==> config.mk <==
export PLATFORM = sky130hd
export DESIGN_NAME = dwconv_pad_feeder
export DESIGN_NICKNAME = d
export VERILOG_FILES = /design/src/rtl/dwconv_pkg.sv /design/src/rtl/dwconv_lat_pipe.sv /design/src/rtl/dwconv_pad_feeder.sv
export SDC_FILE = /design/constraint.sdc
export NUM_CORES = 1
export LEC_CHECK = 0
export ABC_AREA = 0
export CAP_MARGIN = 20
export CORE_UTILIZATION = 53
export CTS_BUF_LIST = sky130_fd_sc_hd__clkbuf_16
export CTS_CLUSTER_DIAMETER = 50
export CTS_CLUSTER_SIZE = 25
export DETAILED_ROUTE_END_ITERATION = 16
export PLACE_DENSITY = 0.76
export SYNTH_ARGS = -nofsm -noshare
export SYNTH_HDL_FRONTEND = slang
export SYNTH_SLANG_ARGS = --single-unit
export TNS_END_PERCENT = 1
==> constraint.sdc <==
create_clock -name clk -period 2.6 [get_ports clk]
set_clock_uncertainty 0.1 [all_clocks]
set_input_delay 0.26 -clock clk [delete_from_list [all_inputs] [get_ports clk]]
set_output_delay 0.26 -clock clk [all_outputs]
set_load 0.1 [all_outputs]
==> src/rtl/dwconv_pkg.sv <==
// Shared depthwise-conv definitions: feeder FSM states, default border value
// and the tag layout that travels alongside each RAM read.
package dwconv_pkg;

  typedef enum logic [1:0] {
    ST_IDLE  = 2'd0,
    ST_ISSUE = 2'd1,
    ST_DRAIN = 2'd2
  } feed_state_e;

  localparam logic [7:0] PAD_VAL_DEFAULT = 8'd0;

  typedef struct packed {
    logic valid;
    logic pad;
    logic first;
    logic last;
  } pix_tag_t;

  localparam int unsigned TAG_W = $bits(pix_tag_t);

endpackage

==> src/rtl/dwconv_lat_pipe.sv <==
// Fixed-depth shift register that delays per-pixel tag bits so they line up
// with RAM read data arriving DEPTH cycles after the request.
module dwconv_lat_pipe #(
  parameter int unsigned DEPTH = 2,
  parameter int unsigned WIDTH = 4
) (
  input  logic             clk_i,
  input  logic             rst_ni,
  input  logic [WIDTH-1:0] d_i,
  output logic [WIDTH-1:0] q_o
);

  logic [WIDTH-1:0] stage_q [DEPTH];

  always_ff @(posedge clk_i or negedge rst_ni) begin
    if (!rst_ni) begin
      for (int unsigned i = 0; i < DEPTH; i++) begin
        stage_q[i] <= '0;
      end
    end else begin
      stage_q[0] <= d_i;
      for (int unsigned i = 1; i < DEPTH; i++) begin
        stage_q[i] <= stage_q[i-1];
      end
    end
  end

  assign q_o = stage_q[DEPTH-1];

endmodule

==> src/rtl/dwconv_pad_feeder.sv <==
// Streams one feature-map channel from RAM in raster order with a one-pixel
// PAD_VAL border. Optional `hold` input enabled by macro DWCONV_FEED_HOLD_EN.
module dwconv_pad_feeder
  import dwconv_pkg::*;
#(
  parameter int unsigned IMG_W   = 32,
  parameter int unsigned IMG_H   = 32,
  parameter int unsigned ADDR_W  = 10,
  parameter int unsigned RD_LAT  = 2,
  parameter logic [7:0]  PAD_VAL = PAD_VAL_DEFAULT
) (
  input  logic              clk,
  input  logic              rstn,
  input  logic              start,
`ifdef DWCONV_FEED_HOLD_EN
  input  logic              hold,
`endif
  output logic              busy,
  output logic              done,
  output logic              rd_en,
  output logic [ADDR_W-1:0] rd_addr,
  input  logic [7:0]        rd_data,
  output logic [7:0]        data_out,
  output logic              data_valid,
  output logic              row_first,
  output logic              frame_last
);

  localparam int unsigned PW = IMG_W + 2;
  localparam int unsigned PH = IMG_H + 2;
  localparam int unsigned CW = $clog2(PW);
  localparam int unsigned RW = $clog2(PH);

  feed_state_e       state_q, state_d;
  logic [CW-1:0]     col_q, col_d;
  logic [RW-1:0]     row_q, row_d;
  logic [ADDR_W-1:0] nxt_addr_q, nxt_addr_d;
  logic [ADDR_W-1:0] rd_addr_q;

  logic [7:0] data_out_q;
  logic       data_valid_q, row_first_q, frame_last_q, done_q;

  logic     hold_act;
  logic     issue, row_int, col_int, last_px;
  pix_tag_t tag_in, tag_out;

`ifdef DWCONV_FEED_HOLD_EN
  assign hold_act = hold;
`else
  assign hold_act = 1'b0;
`endif

  assign row_int = (row_q != '0) && (row_q <= RW'(IMG_H));
  assign col_int = (col_q != '0) && (col_q <= CW'(IMG_W));
  assign last_px = (row_q == RW'(PH - 1)) && (col_q == CW'(PW - 1));

  // Pixel (0,0) is always border, so it is tagged in the start cycle itself;
  // this keeps the first output RD_LAT+1 cycles after start while the RAM
  // data path keeps its full read latency plus the registered output stage.
  assign issue = ((state_q == ST_IDLE) && start) ||
                 ((state_q == ST_ISSUE) && !hold_act);

  assign rd_en   = issue && (state_q == ST_ISSUE) && row_int && col_int;
  assign rd_addr = rd_en ? nxt_addr_q : rd_addr_q;

  always_comb begin
    tag_in = '0;
    if (issue) begin
      tag_in.valid = 1'b1;
      tag_in.pad   = !(row_int && col_int);
      tag_in.first = (col_q == '0);
      tag_in.last  = last_px;
    end
  end

  always_comb begin
    state_d    = state_q;
    col_d      = col_q;
    row_d      = row_q;
    nxt_addr_d = nxt_addr_q;

    if (issue) begin
      if (col_q == CW'(PW - 1)) begin
        col_d = '0;
        row_d = (row_q == RW'(PH - 1)) ? '0 : row_q + RW'(1);
      end else begin
        col_d = col_q + CW'(1);
      end
      if (last_px) begin
        nxt_addr_d = '0;
      end else if (rd_en) begin
        nxt_addr_d = nxt_addr_q + ADDR_W'(1);
      end
    end

    unique case (state_q)
      ST_IDLE:  if (start) state_d = ST_ISSUE;
      ST_ISSUE: if (issue && last_px) state_d = ST_DRAIN;
      ST_DRAIN: if (done_q) state_d = ST_IDLE;
      default:  state_d = ST_IDLE;
    endcase
  end

  always_ff @(posedge clk or negedge rstn) begin
    if (!rstn) begin
      state_q    <= ST_IDLE;
      col_q      <= '0;
      row_q      <= '0;
      nxt_addr_q <= '0;
      rd_addr_q  <= '0;
    end else begin
      state_q    <= state_d;
      col_q      <= col_d;
      row_q      <= row_d;
      nxt_addr_q <= nxt_addr_d;
      rd_addr_q  <= rd_addr;
    end
  end

  dwconv_lat_pipe #(
    .DEPTH(RD_LAT),
    .WIDTH(TAG_W)
  ) u_lat_pipe (
    .clk_i (clk),
    .rst_ni(rstn),
    .d_i   (tag_in),
    .q_o   (tag_out)
  );

  always_ff @(posedge clk or negedge rstn) begin
    if (!rstn) begin
      data_out_q   <= '0;
      data_valid_q <= 1'b0;
      row_first_q  <= 1'b0;
      frame_last_q <= 1'b0;
      done_q       <= 1'b0;
    end else begin
      data_out_q   <= !tag_out.valid ? 8'd0 : (tag_out.pad ? PAD_VAL : rd_data);
      data_valid_q <= tag_out.valid;
      row_first_q  <= tag_out.valid && tag_out.first;
      frame_last_q <= tag_out.valid && tag_out.last;
      done_q       <= tag_out.valid && tag_out.last;
    end
  end

  assign busy       = (state_q != ST_IDLE);
  assign done       = done_q;
  assign data_out   = data_out_q;
  assign data_valid = data_valid_q;
  assign row_first  = row_first_q;
  assign frame_last = frame_last_q;

endmodule

==> flow_metrics.env <==
export IMPL_wl_per_cell_um=14.37
export IMPL_die_y_um=67.77
export IMPL_final_hold_violation_count=53
export IMPL_final_cell_mix="dfrtp_1, nand2_1, buf_4"
export IMPL_antenna_found_initial=0
export IMPL_finalSetupTns_ps=0
export IMPL_critPathSlowestCell="dfrtp_1"
export IMPL_boundaryPins=35
export IMPL_crit_end="rd_addr[1]"
export IMPL_critPathLaunchType="flip-flop"
export IMPL_synth_nets=229
export IMPL_gp_congestion=0.8410
export IMPL_syn_cell_area_um2=2292
export IMPL_final_common_cell="dfrtp_1"
export IMPL_synth_cells=211
export IMPL_setup_violations=0
export IMPL_drt_antenna_violating_nets=0
export IMPL_rsz0062_at_grt="no"
export IMPL_initial_utilization=0.5609
export IMPL_fin_nets=274
export IMPL_syn_to_final_growth_pct=32.86
export IMPL_cts_made_buffers=5
export IMPL_finalMaxSlewViolations=0
export IMPL_cp_arrival_ps=2130
export IMPL_cts_sinks=53
export IMPL_dr_pass1_iters=4
export IMPL_yosysWarningCount=0
export IMPL_dpl_hpwl_um=3002
export IMPL_holdCritPathClass="primary input to async pin"
export IMPL_fin_crit_ps=2489
export IMPL_io_buffer_count=34
export IMPL_cts_root_buf="clkbuf_16"
export IMPL_max_cap_violations=0
export IMPL_r2r_end="nxt_addr_q[5]"
export IMPL_cp_depth=8
export IMPL_violations="negative hold slack"
export IMPL_grt_start_max_net_pins=54
export IMPL_coreArea_um2=4086
export IMPL_wirelength_um=4413
export IMPL_grt_total_usage=0.2138
export IMPL_outcome="complete, but fails checks"
export IMPL_insertion_delay_ps=290
export IMPL_worstMarginPinSlew_ps=638.1
export IMPL_clockBufferDepth=2
export IMPL_end_kind="output pin"
export IMPL_cp_startpoint="col_q[0]"
export IMPL_grt_pass1_wl_um=7224
export IMPL_holdWs_ps=-20.99
export IMPL_grt_pass1_vias=1567
export IMPL_grt_overflow=0
export IMPL_placementRows=23
export IMPL_max_freq_mhz=401.7
export IMPL_r2r_start="col_q[0]"
export IMPL_chipWidth_um=67.77
export IMPL_reg2reg_depth=9
export IMPL_drcViolationCount=0
export IMPL_vias=1663
export IMPL_max_stage_delay_ps=430
export IMPL_reg2reg_setup_slack_ps=390
export IMPL_avgSynthCellArea_um2=10.86
export IMPL_finalCritPeriodShare=0.9574
export IMPL_die_area_um2=4592
export IMPL_synth_cell_types=38
export IMPL_cp_top_family="buffers and inverters"
export IMPL_maxSlewHeadroom=0.5735
export IMPL_cts_htree_levels=2
export IMPL_synth_seq_cells=53
export IMPL_clk_pin_slew_ps=70
export IMPL_dp_cells=297
export IMPL_path_cells="inv_1 > ha_1 > nor4b_4 > xnor2_2 > nand4b_4 > buf_8 > o21ai_4 > buf_12"
export IMPL_vias_per_cell=5.417
export IMPL_cts_tree="yes"
export IMPL_drt_iter0_drc=120
export IMPL_diodes=0
export IMPL_cp_max_fo=17
export IMPL_crit_type="flip-flop to output pin"
export IMPL_drive_above_1_share=0.2529
export IMPL_required_ps=2240
export IMPL_ys_seq_area_frac=0.5786
export IMPL_path_buf_inv=3
export IMPL_final_cells=307
[state kept, by name, summed over array words and instances (netlist names)]
register / cells
nxt_addr_q: 10
rd_addr_q: 10
data_out: 8
col_q: 6
row_q: 6
u_lat_pipe.q_o: 4
u_lat_pipe.stage_q: 4
state_q: 2
data_valid: 1
done: 1
row_first: 1
[logic make-up after synthesis]
group,synth area share
simple gates,0.2538
flops,0.5786
compound gates,0.07260
buf+inv,0.02074
xor+xnor,0.02675
fa+ha+maj,0.03821
mux,0.009279
[timing repair]
item	4_1_cts	5_1_grt
pin swaps	0	2
hold buffers	0	0
setup endpoints to repair	9	10
buffers inserted	0	2
gates resized for setup	3	8
[layer usage]
| metal | routed length [um] | track usage | up-vias |
|---|---|---|---|
| met5 | 0 | 0 | - |
| met3 | 197 | 0.05405 | 4 |
| met2 | 2217 | 0.3465 | 43 |
| met1 | 1959 | 0.2803 | 802 |
| li1 | - | - | 814 |
| met4 | 39 | 0.06383 | 0 |
[Yosys cell counts, drive strengths merged]
master	count	area, um2
a211o	1	8.760
a21o	2	15.01
a21oi	2	10.01
a221o	5	50.05
a22o	1	8.760
and2	12	75.07
and3	7	43.79
and4	1	8.760
buf	3	17.52
clkbuf	1	3.750
dfrtp	53	1326
ha	7	87.58
inv	7	26.27
mux2	1	11.26
mux2i	1	10.01
nand2	42	157.7
nand2b	1	6.260
nand3	10	50.05
nand4	4	25.02
nand4b	1	15.01
nor2	11	46.29
nor2b	3	18.77
nor3	5	41.29
nor4	2	12.51
nor4b	5	62.56
o21ai	8	40.04
o22ai	3	18.77
o31ai	2	15.01
or2	3	18.77
xnor2	5	43.79
xor2	2	17.52
[cell type report]
class / instances / area [um2]
Tap cell: 50 / 62.56
Clock buffer: 5 / 125.1
Multi-Input combinational cell: 147 / 993.5
Sequential cell: 53 / 1326
Timing Repair Buffer: 42 / 480.5
Clock inverter: 3 / 26.28
Inverter: 7 / 31.28
Fill cell: 285 / 1041
[metrics by stage]
step             util  hold slack, ps  area [um2]  worst slack [ps]
2_1_floorplan       -          -135.6        2321            -94.62
4_1_cts        0.7312           8.809        2988             35.83
5_1_grt        0.7453           45.75        3045             2.987
6_report       0.7453          -20.99        3045             110.8
3_5_place_dp   0.6895           235.8        2818             300.3
3_3_place_gp   0.6895           231.4        2818             355.0
[worst min-delay path by stage]
stage	to	slack (ps)	cells past startpoint
floorplan	col_q[0]	-140	0
global route	rd_addr_q[7]	50	2
CTS	rd_addr_q[7]	9	2
global placement	u_lat_pipe.q_o[0]	230	0
finish	rd_addr_q[4]	-20	2
detailed placement	u_lat_pipe.q_o[3]	240	0
[worst register-to-register path: stages (launching register included)]
cell	delay (ps)
dfrtp_1	430
inv_1	90
ha_1	160
nor4b_4	270
xnor2_2	180
nand4b_4	160
clkinv_4	150
buf_4	140
nor2_2	70
a221o_1	350
Power is not shown: default switching activity piles up to over one toggle a cycle in this logic, so the estimate is an artifact.
